[config.mk]
export PLATFORM = sky130hd
export DESIGN_NAME = alu_regfile_datapath
export DESIGN_NICKNAME = d
export VERILOG_FILES = /design/src/rtl/alu_regfile_datapath.sv
export SDC_FILE = /design/constraint.sdc
export NUM_CORES = 1
export LEC_CHECK = 0
export BUFFER_PORTS_ARGS = -buffer_cell sky130_fd_sc_hd__clkbuf_2
export CAP_MARGIN = 40
export CELL_PAD_IN_SITES_DETAIL_PLACEMENT = 1
export CELL_PAD_IN_SITES_GLOBAL_PLACEMENT = 2
export CORE_ASPECT_RATIO = 0.75
export CORE_UTILIZATION = 36
export CTS_BUF_LIST = sky130_fd_sc_hd__clkbuf_16
export CTS_CLUSTER_SIZE = 12
export DETAILED_ROUTE_END_ITERATION = 7
export PLACE_DENSITY = 0.88
export SLEW_MARGIN = 20
export SYNTH_ARGS = -nofsm -noshare
export SYNTH_HDL_FRONTEND = slang
export SYNTH_SLANG_ARGS = --single-unit
[constraint.sdc]
create_clock -name clk -period 9.07 [get_ports clk]
set_input_delay 2.2675 -clock clk [delete_from_list [all_inputs] [get_ports clk]]
set_output_delay 2.2675 -clock clk [all_outputs]
set_load 0.02 [all_outputs]
[src/rtl/alu_regfile_datapath.sv]
// 8x16 register file (2 async read, 1 sync write) feeding operand muxes and an 8-function ALU.
// Latency: reads, muxes and ALU are combinational; a write is visible one rising edge later.
// Backpressure: none; every input is consumed each cycle and the write port never stalls.
module alu_regfile_datapath #(
    parameter int DATA_W = 16,
    parameter int NREGS  = 8,
    localparam int AW    = $clog2(NREGS)
) (
    input  logic              clk,
    input  logic              rst,
    input  logic              wr_en,
    input  logic [AW-1:0]     wr_addr,
    input  logic [DATA_W-1:0] wr_data,
    input  logic [AW-1:0]     rd0_addr,
    input  logic [AW-1:0]     rd1_addr,
    input  logic              alusrc1,
    input  logic              alusrc2,
    input  logic [DATA_W-1:0] imm,
    input  logic [2:0]        s,
    output logic [DATA_W-1:0] rd0_data,
    output logic [DATA_W-1:0] rd1_data,
    output logic [DATA_W-1:0] f,
    output logic              ovf,
    output logic              take_branch
);

    localparam logic [2:0] OP_ADD = 3'b000;
    localparam logic [2:0] OP_SUB = 3'b001;
    localparam logic [2:0] OP_AND = 3'b010;
    localparam logic [2:0] OP_OR  = 3'b011;
    localparam logic [2:0] OP_XOR = 3'b100;
    localparam logic [2:0] OP_SLT = 3'b101;
    localparam logic [2:0] OP_SLL = 3'b110;
    localparam logic [2:0] OP_SRL = 3'b111;

    logic [DATA_W-1:0] regs [NREGS];
    logic [DATA_W-1:0] op_a;
    logic [DATA_W-1:0] op_b;
    logic [DATA_W-1:0] sum;
    logic [DATA_W-1:0] diff;
    logic [3:0]        shamt;

    always_ff @(posedge clk or negedge rst) begin
        if (!rst) begin
            for (int i = 0; i < NREGS; i++) begin
                regs[i] <= '0;
            end
        end else if (wr_en) begin
            regs[wr_addr] <= wr_data;
        end
    end

    // No write bypass: a same-cycle write shows up only after the edge.
    assign rd0_data = regs[rd0_addr];
    assign rd1_data = regs[rd1_addr];

    assign op_a  = alusrc1 ? '0 : rd0_data;
    assign op_b  = alusrc2 ? imm : rd1_data;
    assign sum   = op_a + op_b;
    assign diff  = op_a - op_b;
    assign shamt = op_b[3:0];

    always_comb begin
        f   = '0;
        ovf = 1'b0;
        case (s)
            OP_ADD: begin
                f   = sum;
                ovf = (op_a[DATA_W-1] == op_b[DATA_W-1]) && (sum[DATA_W-1] != op_a[DATA_W-1]);
            end
            OP_SUB: begin
                f   = diff;
                ovf = (op_a[DATA_W-1] != op_b[DATA_W-1]) && (diff[DATA_W-1] != op_a[DATA_W-1]);
            end
            OP_AND: f = op_a & op_b;
            OP_OR:  f = op_a | op_b;
            OP_XOR: f = op_a ^ op_b;
            OP_SLT: f = {{(DATA_W-1){1'b0}}, ($signed(op_a) < $signed(op_b))};
            OP_SLL: f = op_a << shamt;
            OP_SRL: f = op_a >> shamt;
            default: f = '0;
        endcase
    end

    // Zero result doubles as the branch condition (SUB of equal operands = beq).
    assign take_branch = (f == '0);

endmodule

==> metrics.yaml <==
synth:
  synth_top_area_share_pct: 29.85
  synth_top_area_cell: "dfrtp_1"
  synth_edf_count: 0
  ys_warn_count: 0
  synth_area_per_cell_sq_um: 10.18
  synth_seq_cells: 128
  netlist_instances: 1054
  synth_nets: 1154
  async_flop_share_pct: 100.0
  synthTopCellsByArea: "dfrtp_1 30%, mux2_2 16%, mux4_2 11%, ha_1 5.7%, mux2i_1 4.8%"
  synth.distinct_cells: 78
  ys_seq_area_share_pct: 29.85
  netlist_area_sq_mm: 0.01073
  synth_ff_type: "dfrtp_1"
power_and_ir_drop:
  pwr_density_cell_mw_per_mm2: 214.2
  report.power.total_uw: 2912
  peakVddDrop_uv: 146.0
  power.leakage_uw: 0.006022
drt:
  drtPass1Iterations: 7
  drt_iter0_drc: 928
  wl_um: 43990
  drc: 0
  via_per_inst: 6.070
  drtAntennaViolNets: 0
  routedWlPerCell_um: 26.17
  vias: 10204
layout:
  largest_registers: "regs x128"
  drive_gt1_share_pct: 43.75
  fin_nets: 1377
  layout_common_cells: "168 x buf_4, 152 x mux2_2, 128 x dfrtp_1"
  regMostFlops: "regs"
  antenna_cells: 0
  area_growth_pct: 26.71
  final_cell_area_sq_mm: 0.01360
  largest_reg_flops: 128
  mostFrequentLayoutCell: "buf_4"
timing:
  fin_crit_sh_pct: 100.1
  rsz0062_at_grt: "yes"
  fin_ws_ns: -0.01273
  fmax_mhz: 110.1
  tightest_slew_ns: 0.7987
  finalSetupViolCount: 1
  fin_crit_ns: 9.083
  drv_slew: 0
  slew_headroom_pct: 46.55
  hold_viol: 0
  skew_ns: 0
clock_tree:
  clk_path_buf_depth: 2
  root_buffer: "clkbuf_16"
  htree_levels: 4
  insertion_delay_ns: 0.42
  cts_sinks: 128
  numCtsBuffers: 17
  clk_pin_slew_ns: 0.05
  cts_tree: "built"
placed_design:
  placedInstanceArea_sq_mm: 0.01277
  place_hpwl_um: 32890
  io_buffers: 98
  gp_congestion: 0.9893
worst_hold_path:
  hp-class: "flip-flop to flip-flop"
  hp-start: "regs[93]"
  holdPathEnd: "regs[93]"
  holdPathStages: 1
floorplan:
  die-width_um: 201.4
  die_h_um: 151.5
  dieArea_sq_mm: 0.03051
  core_sq_mm: 0.02919
  start_util_pct: 36.76
  io_pins: 99
  fp-row-count: 54
critical_path:
  reg2reg_slack_ns: 8.18
  critPathBufInv: 4
  cp.required_ns: 6.80
  critical_path.top_delay_family: "simple AND/OR/NAND/NOR gates"
  critPathMaxFanout: 6
  slowest_delay_ns: 0.53
  path_depth: 19
  r2r-start: "regs[21]"
  cp_slowest_cell: "mux4_2"
  r2r_cells: 1
  worstPathArrival_ns: 6.82
  r2r-end: "regs[21]"
  critPathKind: "input pin to output port"
  path_cells: "buf_8, clkbuf_16, mux2_4, mux4_2, mux2i_4, buf_6, ha_4, nand2b_4, a221oi_4, o221ai_2, a211oi_2, o211ai_1, o31a_1, xnor2_2, o221ai_2, or4_4, or4_4, nor4b_4, buf_4"
  crit_path_end_kind: "output port"
  worstSetupStartpointType: "input pin"
global_routing:
  track_usage_pct: 28.99
  grt_pass1_vias: 10541
  gr-total-overflow: 0
  antenna_found_initial: 0
  grt_start_max_net_pins: 61
  grt_pass1_wl_um: 65780
run:
  max-cap-violations: 0
outcome:
  status: "complete, but fails checks"
  failed_checks: "negative setup slack"
timing repair:
action,CTS,global route
buffers inserted,1,14
endpoints found under the setup margin,1,1
cloned,0,1
gates resized for setup,12,28
hold buffers,0,0
pin swaps,0,17
cells in the mapped netlist, drive strengths merged, types with 18 or more instances:
cell type and n:
dfrtp 128, nand2 48, o21ai 48, buf 23, o22ai 20, nor2 72
mux2i 53, inv 65, mux2 160, nor3 18, clkbuf 46, a21oi 59
o211ai 22, ha 49, mux4 51
per-stage QoR:
| stage | cells | setup WS, ns | util, % | setup TNS [ns] | hold slack [ns] |
|---|---|---|---|---|---|
| 3_3_place_gp | 1634 | -0.3572 | 43.65 | -0.3572 | 0.5078 |
| 5_1_grt | 1681 | -0.1709 | 46.58 | -0.1709 | 0.5505 |
| 6_report | 1681 | -0.01273 | 46.58 | -0.01273 | 0.5403 |
| 2_1_floorplan | 1054 | -0.1836 | - | -0.1836 | 0.4894 |
| 3_5_place_dp | 1635 | -0.4526 | 43.75 | -0.4526 | 0.5189 |
| 4_1_cts | 1667 | -0.08648 | 45.76 | -0.08648 | 0.5368 |
worst max-delay path by stage:
stage,from,endpoint,slack [ns]
after floorplan,rd1_addr[0],take_branch,-0.18
after CTS,rd1_addr[0],take_branch,-0.09
after global routing,rd1_addr[0],take_branch,-0.17
after detailed placement,rd1_addr[0],take_branch,-0.45
after global placement,rd1_addr[0],take_branch,-0.36
final,rd1_addr[0],take_branch,-0.01
cell type report:
type	instances	area (sq um)
repair buffers	273	1928
flip-flops and latches	128	3203
well taps	392	490.5
multi-input cells	790	7197
inverters	67	254.0
clock inverters	14	98.84
clock buffers	17	425.4
fillers	3281	15590
power by group:
group | internal, uW | switching (uW)
Combinational | 674 | 807
Clock | 345 | 274
Sequential | 698 | 113
Total | 1720 | 1190
layer usage:
layer	GRT usage, %	share of wire [%]	wire (um)	vias to the layer above
met4	9.886	2.9	1294	0
met3	7.036	7.7	3365	74
met2	45.17	45	19760	456
met5	0	0	0	-
met1	39.50	44	19570	5252
li1	-	-	-	4422
cell families after synthesis:
kind of cell	synth area share [%]
simple gates	9.981
xor+xnor	0.8979
fa+ha+maj	6.087
buf+inv	5.305
mux	32.74
flops	29.85
compound gates	15.14
No activity file was read; power rests on OpenSTA's default activity.
